<file path="src/rtl/counting_tx.sv">
// ============================================================================
// counting_tx : 2-bit symbol link transmitter (preamble, MSB-first data, gap).
// Optional parity symbol enabled by macro COUNTING_TX_PARITY_EN.
// Rev 1.0
// ============================================================================
`default_nettype none

module counting_tx #(
  parameter int DATA_W     = 8,
  parameter int GAP_CYCLES = 1
) (
  input  logic              clk,
  input  logic              rst_n,
  input  logic              in_valid,
  input  logic [DATA_W-1:0] in_data,
  output logic              in_ready,
  output logic [1:0]        num,
  output logic              sym_valid,
  output logic              busy,
  output logic              done
);

  localparam int BW = $clog2(DATA_W) + 1;
  localparam int GW = $clog2(GAP_CYCLES) + 1;
  localparam logic [BW-1:0] C_BIT_LAST = BW'(DATA_W - 1);
  localparam logic [GW-1:0] C_GAP_LAST = GW'(GAP_CYCLES - 1);

  typedef enum logic [2:0] {
    S_IDLE = 3'd0,
    S_PRE1 = 3'd1,
    S_PRE2 = 3'd2,
    S_PRE3 = 3'd3,
    S_DATA = 3'd4,
    S_PAR  = 3'd5,
    S_GAP  = 3'd6
  } state_t;

  state_t            state_q, state_d;
  logic [DATA_W-1:0] shreg_q, shreg_d;
  logic [BW-1:0]     bit_cnt_q, bit_cnt_d;
  logic [GW-1:0]     gap_cnt_q, gap_cnt_d;
  logic [1:0]        num_q, num_d;
  logic              sym_valid_q, sym_valid_d;
  logic              busy_q, busy_d;
  logic              done_q, done_d;
  logic              w_accept;
  logic              w_gap_last;
`ifdef COUNTING_TX_PARITY_EN
  logic              par_q, par_d;
`endif

  assign w_gap_last = (gap_cnt_q == C_GAP_LAST);
  assign in_ready   = (state_q == S_IDLE) || ((state_q == S_GAP) && w_gap_last);
  assign w_accept   = in_valid && in_ready;

  always_comb begin
    state_d   = state_q;
    shreg_d   = shreg_q;
    bit_cnt_d = bit_cnt_q;
    gap_cnt_d = gap_cnt_q;
`ifdef COUNTING_TX_PARITY_EN
    par_d     = par_q;
`endif

    case (state_q)
      S_IDLE: ;
      S_PRE1: state_d = S_PRE2;
      S_PRE2: state_d = S_PRE3;
      S_PRE3: begin
        state_d   = S_DATA;
        bit_cnt_d = '0;
      end
      S_DATA: begin
        shreg_d   = shreg_q << 1;
        bit_cnt_d = bit_cnt_q + BW'(1);
        if (bit_cnt_q == C_BIT_LAST) begin
`ifdef COUNTING_TX_PARITY_EN
          state_d   = S_PAR;
`else
          state_d   = S_GAP;
          gap_cnt_d = '0;
`endif
        end
      end
`ifdef COUNTING_TX_PARITY_EN
      S_PAR: begin
        state_d   = S_GAP;
        gap_cnt_d = '0;
      end
`endif
      S_GAP: begin
        gap_cnt_d = gap_cnt_q + GW'(1);
        if (w_gap_last) state_d = S_IDLE;
      end
      default: state_d = S_IDLE;
    endcase

    // Accept overrides the IDLE hold and the GAP exit, giving back-to-back frames.
    if (w_accept) begin
      state_d = S_PRE1;
      shreg_d = in_data;
`ifdef COUNTING_TX_PARITY_EN
      par_d   = ^in_data;
`endif
    end

    // Outputs are registered alongside the state, so decode from the next state.
    num_d = 2'b00;
    case (state_d)
      S_PRE1:  num_d = 2'b01;
      S_PRE2:  num_d = 2'b10;
      S_PRE3:  num_d = 2'b11;
      S_DATA:  num_d = shreg_d[DATA_W-1] ? 2'b10 : 2'b01;
`ifdef COUNTING_TX_PARITY_EN
      S_PAR:   num_d = par_q ? 2'b10 : 2'b01;
`endif
      default: num_d = 2'b00;
    endcase

    sym_valid_d = (state_d != S_IDLE) && (state_d != S_GAP);
    busy_d      = (state_d != S_IDLE);
    done_d      = (state_d == S_GAP) && (gap_cnt_d == C_GAP_LAST);
  end

  always_ff @(posedge clk or negedge rst_n) begin
    if (!rst_n) begin
      state_q     <= S_IDLE;
      shreg_q     <= '0;
      bit_cnt_q   <= '0;
      gap_cnt_q   <= '0;
      num_q       <= 2'b00;
      sym_valid_q <= 1'b0;
      busy_q      <= 1'b0;
      done_q      <= 1'b0;
`ifdef COUNTING_TX_PARITY_EN
      par_q       <= 1'b0;
`endif
    end else begin
      state_q     <= state_d;
      shreg_q     <= shreg_d;
      bit_cnt_q   <= bit_cnt_d;
      gap_cnt_q   <= gap_cnt_d;
      num_q       <= num_d;
      sym_valid_q <= sym_valid_d;
      busy_q      <= busy_d;
      done_q      <= done_d;
`ifdef COUNTING_TX_PARITY_EN
      par_q       <= par_d;
`endif
    end
  end

  assign num       = num_q;
  assign sym_valid = sym_valid_q;
  assign busy      = busy_q;
  assign done      = done_q;

endmodule

`default_nettype wire

</file>
<file path="config.mk">
export PLATFORM = sky130hd
export DESIGN_NAME = counting_tx
export DESIGN_NICKNAME = d
export VERILOG_FILES = /design/src/rtl/counting_tx.sv
export SDC_FILE = /design/constraint.sdc
export NUM_CORES = 1
export LEC_CHECK = 0
export ABC_AREA = 1
export CAP_MARGIN = 20
export CORE_MARGIN = 4
export CORE_UTILIZATION = 50
export DETAILED_ROUTE_END_ITERATION = 6
export GPL_ROUTABILITY_DRIVEN = 0
export PLACE_DENSITY = 0.79
export SLEW_MARGIN = 10
export SYNTH_ARGS = -nofsm -noshare
export SYNTH_HDL_FRONTEND = slang
export SYNTH_SLANG_ARGS = --single-unit
</file>
<file path="constraint.sdc">
create_clock -name clk -period 2.2 [get_ports clk]
set_clock_uncertainty 0.2 [all_clocks]
set_input_delay 0.55 -clock clk [delete_from_list [all_inputs] [get_ports clk]]
set_output_delay 0.55 -clock clk [all_outputs]
set_load 0.03 [all_outputs]
</file>
== Yosys cells after proc, flatten, opt, wreduce, memory -nomap -nowiden ==
Cells that the tools add are included.

* Register bits: 21
* Latch bits: 0
* Memory bits (writable): 0
* Bits in read-only memories: 0
* Input port bits: 11
* Output and inout port bits: 6
* Logic and storage cells: 45
* Memories kept: 0

* Add/subtract/negate cells: 2
* Multipliers: 0
* Div/mod/pow operators: 0
* Order comparisons: 0
* Eq/ne operators: 12
* Shift operators: 0
* Mux-type cells: 11
* Bitwise gates (word level): 2
* Reductions and logical operators: 9

{| class="wikitable"
|+ Operators by type and width
! cell !! count
|-
| $pmux 3 s6 || 1
|-
| $mux 8 || 2
|-
| $eq 3x2->1 const B || 4
|-
| $eq 3x3->1 const B || 4
|-
| $mux 3 || 3
|-
| $pmux 2 s4 || 1
|-
| $pmux 4 s2 || 1
|-
| $eq 3x1->1 const B || 2
|-
| $add 4x1->4 const B || 1
|-
| $eq 4x3->1 const B || 1
|-
| $logic_and 1x1->1 || 4
|-
| $reduce_bool 2->1 || 2
|-
| $logic_not 3->1 || 1
|-
| $ne 3x3->1 const B || 1
|-
| $reduce_bool 3->1 || 1
|-
| $mux 2 || 1
|-
| $not 1->1 || 2
|-
| $pmux 1 s2 || 1
|-
| $add 1x1->1 const B || 1
|-
| $logic_or 1x1->1 || 1
|-
| $mux 1 || 1
|}

== Logic depth before layout (Yosys ltp) ==
* Depth after elaboration: 7
* Mapped depth: 8
* Mapped depth without buffers: 8

== Worst setup path before layout ==
OpenSTA, ideal clock, no wires.

* Path type: register to output
* Start point: register state_q[1]
* End point: output in_ready
* Data arrival time: 0.889 ns
* Required time: 1.450 ns
* Path slack: 0.561 ns
* Stages on the path, launching flop included: 4
* Buffers on the path: 0
* Cell sequence: dfrtp_1 > nor2_4 > nand2_4 > nand2_4

* Word-level cells in the longest chain between the ends: 3
* Elaborated cells between the ends (all ways): 4
* Classes of those cells: 1 x eq/ne; 3 x reduce/logical

{| class="wikitable"
|+ Ends and longest elaborated chain
! element !! RTL line !! RTL
|-
| from (decl) || 38 || <nowiki>state_t state_q, state_d;</nowiki>
|-
| from (signal assigned) || 139 || <nowiki>state_q <= state_d;</nowiki>
|-
| $eq 3x3->1 || 53 || <nowiki>assign in_ready = (state_q == S_IDLE) || ((state_q == S_GAP) && w_gap_last);</nowiki>
|-
| $logic_and 1x1->1 || 53 ||
|-
| $logic_or 1x1->1 (*) || 53 ||
|-
| to (decl) || 16 || <nowiki>output logic in_ready,</nowiki>
|}

Every way passes the cells marked *; elsewhere a longest branch is shown, timed or not.

== Worst setup path in the final report ==
Same ends and word-level chain as after synthesis.

==> results.yml <==
timing:
  fin_crit_sh: 0.949
  clock.fmax_mhz: 479
  slew_viol_final: 0
  max-slew-margin-rel: 0.778
  tightestPinTransition_ns: 0.330
  final.setup.tns_ns: 0
  setup_viol: 0
  fin_crit_ns: 2.09
  whs_ns: 0.305
  hold_violations: 0
  rsz0062_at_grt: "no"
drt:
  num_vias: 823
  drt-total-wl_um: 1950
  avgRoutedWirePerCell_um: 13.2
  met1_length_um: 789
  firstDrtPassIters: 7
  maxUsedRoutingLayer: "met4"
  vias_per_cell: 5.56
  ant_nets: 0
  wl_met3_um: 143
  detail_route.iter0.violations: 25
  drc_errors: 0
  met2_length_um: 993
power_and_ir_drop:
  p_leak_nw: 0.580
  ir_worst_vdd_uv: 783
  finalPower_mw: 1.71
  power_density_mw_per_mm2: 1410
critical_path:
  crit_family: "flip-flops"
  timing_worst_setup_path_type: "reg -> out"
  critical_path_arrival_ns: 1.34
  cp_max_fo: 10
  startpoint_type: "register"
  slowest_delay_ns: 0.49
  cp_cell_sequence: "nor2_4, nand2_4, nand2_4, buf_4"
  critPathCaptureType: "output port"
  crit_buf_inv: 1
  crit_path_frequent_cell: "nand2_4"
  crit_required_ns: 1.45
  cp_slowest_cell: "dfrtp_1"
floorplan:
  die_w_um: 52.6
  die_area_sq_mm: 0.00276
  core-area_sq_mm: 0.00180
  ios: 17
  die_h_um: 52.6
  start_util: 0.551
  rows: 15
finish:
  multi_input_area_sq_um: 417
  drive_gt1_frac: 0.211
  area_delta_synth_final_pct: 22.2
  n_fill_cell: 162
  final_nets: 136
  regArea_sq_um: 528
  antennaDiodeCount: 0
global_route:
  antenna_found_initial: 0
  grt_first_pass_wirelength_um: 3370
  grt_start_max_net_pins: 22
  overflow: 0
  track_usage: 0.169
  grt_pass1_vias: 777
yosys:
  syn_area_sq_um: 993
  synth_edf_count: 0
  synth_cells: 104
  synthFlopType: "dfrtp_1"
  synth_area_leaders: "dfrtp_1 53%, nand3_1 14%, nand2_1 4.5%"
  synthArstFlopShare: 1.00
  yosys_warnings: 0
  ys_types: 24
  synth_area_per_cell_sq_um: 9.55
  synth-seq-cells: 21
  synth_top_area_frac: 0.529
  syn_nets: 116
  ys_seq_area_frac: 0.529
  yosys.area.top_type: "dfrtp_1"
cts:
  cts_buffers: 3
  ctsHoldBuffers: 0
  cts_tree: "built"
  insertion_delay_ns: 0.30
  htree_num_levels: 1
  cts.sinks: 21
  clockBufferDepth: 2
  clkTransAtPathRegs_ns: 0.12
  cts_root_buf: "clkbuf_4"
place:
  port_buffers: 16
  dp_hpwl_um: 1460
run_status:
  status: "finished, final reports clean"
flow_run:
  cap_violations: 0
hold_path:
  holdCritPathClass: "reg -> reg"
-- cells by family after synthesis --
kind of cell               count (synthesis)  synth area share
DFF                                       21             0.529
buffers and inverters                     13            0.0516
and+or+nand+nor                           58             0.324
adders and majority gates                  1            0.0126
AOI/OAI and AO/OA                         11            0.0831
-- Yosys cell counts, drive strengths merged (2+ instances only) --
cell    count
inv        10
nand4       2
nor2        6
nand3      29
buf         3
o21ai       3
dfrtp      21
o211ai      4
nand2      20
-- state kept, by name, summed over array words and instances, names as in the netlist --
| signal | flops |
|---|---|
| state_q | 3 |
| busy | 1 |
| bit_cnt_q | 4 |
| sym_valid | 1 |
| num | 2 |
| gap_cnt_q | 1 |
| shreg_q | 8 |
| done | 1 |
-- cell usage in the layout (no fill, tap or decap), drive strengths merged --
master	instances
a32o	1
buf	3
clkbuf	3
clkdlybuf4s50	15
clkinv	1
dfrtp	21
ha	1
inv	10
nand2	20
nand3	29
nand4	2
nor2	6
nor3	1
o211ai	4
o21ai	3
o21bai	1
o311ai	1
o31ai	1
-- worst paths after layout --
| check | from | endpoint | slack (ns) | depth (start not counted) |
|---|---|---|---|---|
| setup / recovery | state_q[1] | in_ready | 0.11 | 4 |
| hold / removal | bit_cnt_q[3] | bit_cnt_q[3] | 0.31 | 1 |
| setup reg to reg | state_q[1] | sym_valid | 0.35 | 8 |
| hold reg to reg | bit_cnt_q[3] | bit_cnt_q[3] | 0.31 | 1 |
| max in group asynchronous | rst_n | state_q[2] | 1.19 | 2 |
| min in group asynchronous | rst_n | bit_cnt_q[3] | 0.38 | 2 |
-- cell type report --
| class | instances | area share |
|---|---|---|
| Timing Repair Buffer | 18 | 0.142 |
| Sequential cell | 21 | 0.435 |
| Clock inverter | 1 | 0.00412 |
| Tap cell | 25 | 0.0258 |
| Inverter | 10 | 0.0309 |
| Clock buffer | 3 | 0.0186 |
| Multi-Input combinational cell | 70 | 0.343 |
-- report_power, final --
part	switching (mW)	leakage [nW]	total, mW	internal [mW]
clock network	0.111	0.0177	0.178	0.0677
logic	0.515	0.301	0.841	0.325
registers	0.134	0.262	0.691	0.557
total	0.760	0.580	1.71	0.950
-- stage by stage --
step                      instance area, sq um  instances  worst slack, ns  utilization
after floorplan                            993        104            0.561            -
after global placement                    1180        143            0.277        0.653
after detailed placement                  1180        143            0.228        0.653
after CTS                                 1210        148           0.0383        0.673
after global routing                      1210        148           0.0210        0.674
final                                     1210        148            0.112        0.674
-- timing repair --
item	4_1_cts	5_1_grt
endpoints found under the setup margin	1	1
pin swaps	1	0
gates resized for setup	1	2
setup buffers	1	0
-- metal layers --
metal | vias to the layer above | GRT usage
li1 | 394 | -
met1 | 380 | 0.217
met2 | 45 | 0.269
met3 | 4 | 0.0256
met4 | 0 | 0.0936
met5 | - | 0
Power figures use the tool's default switching activity.
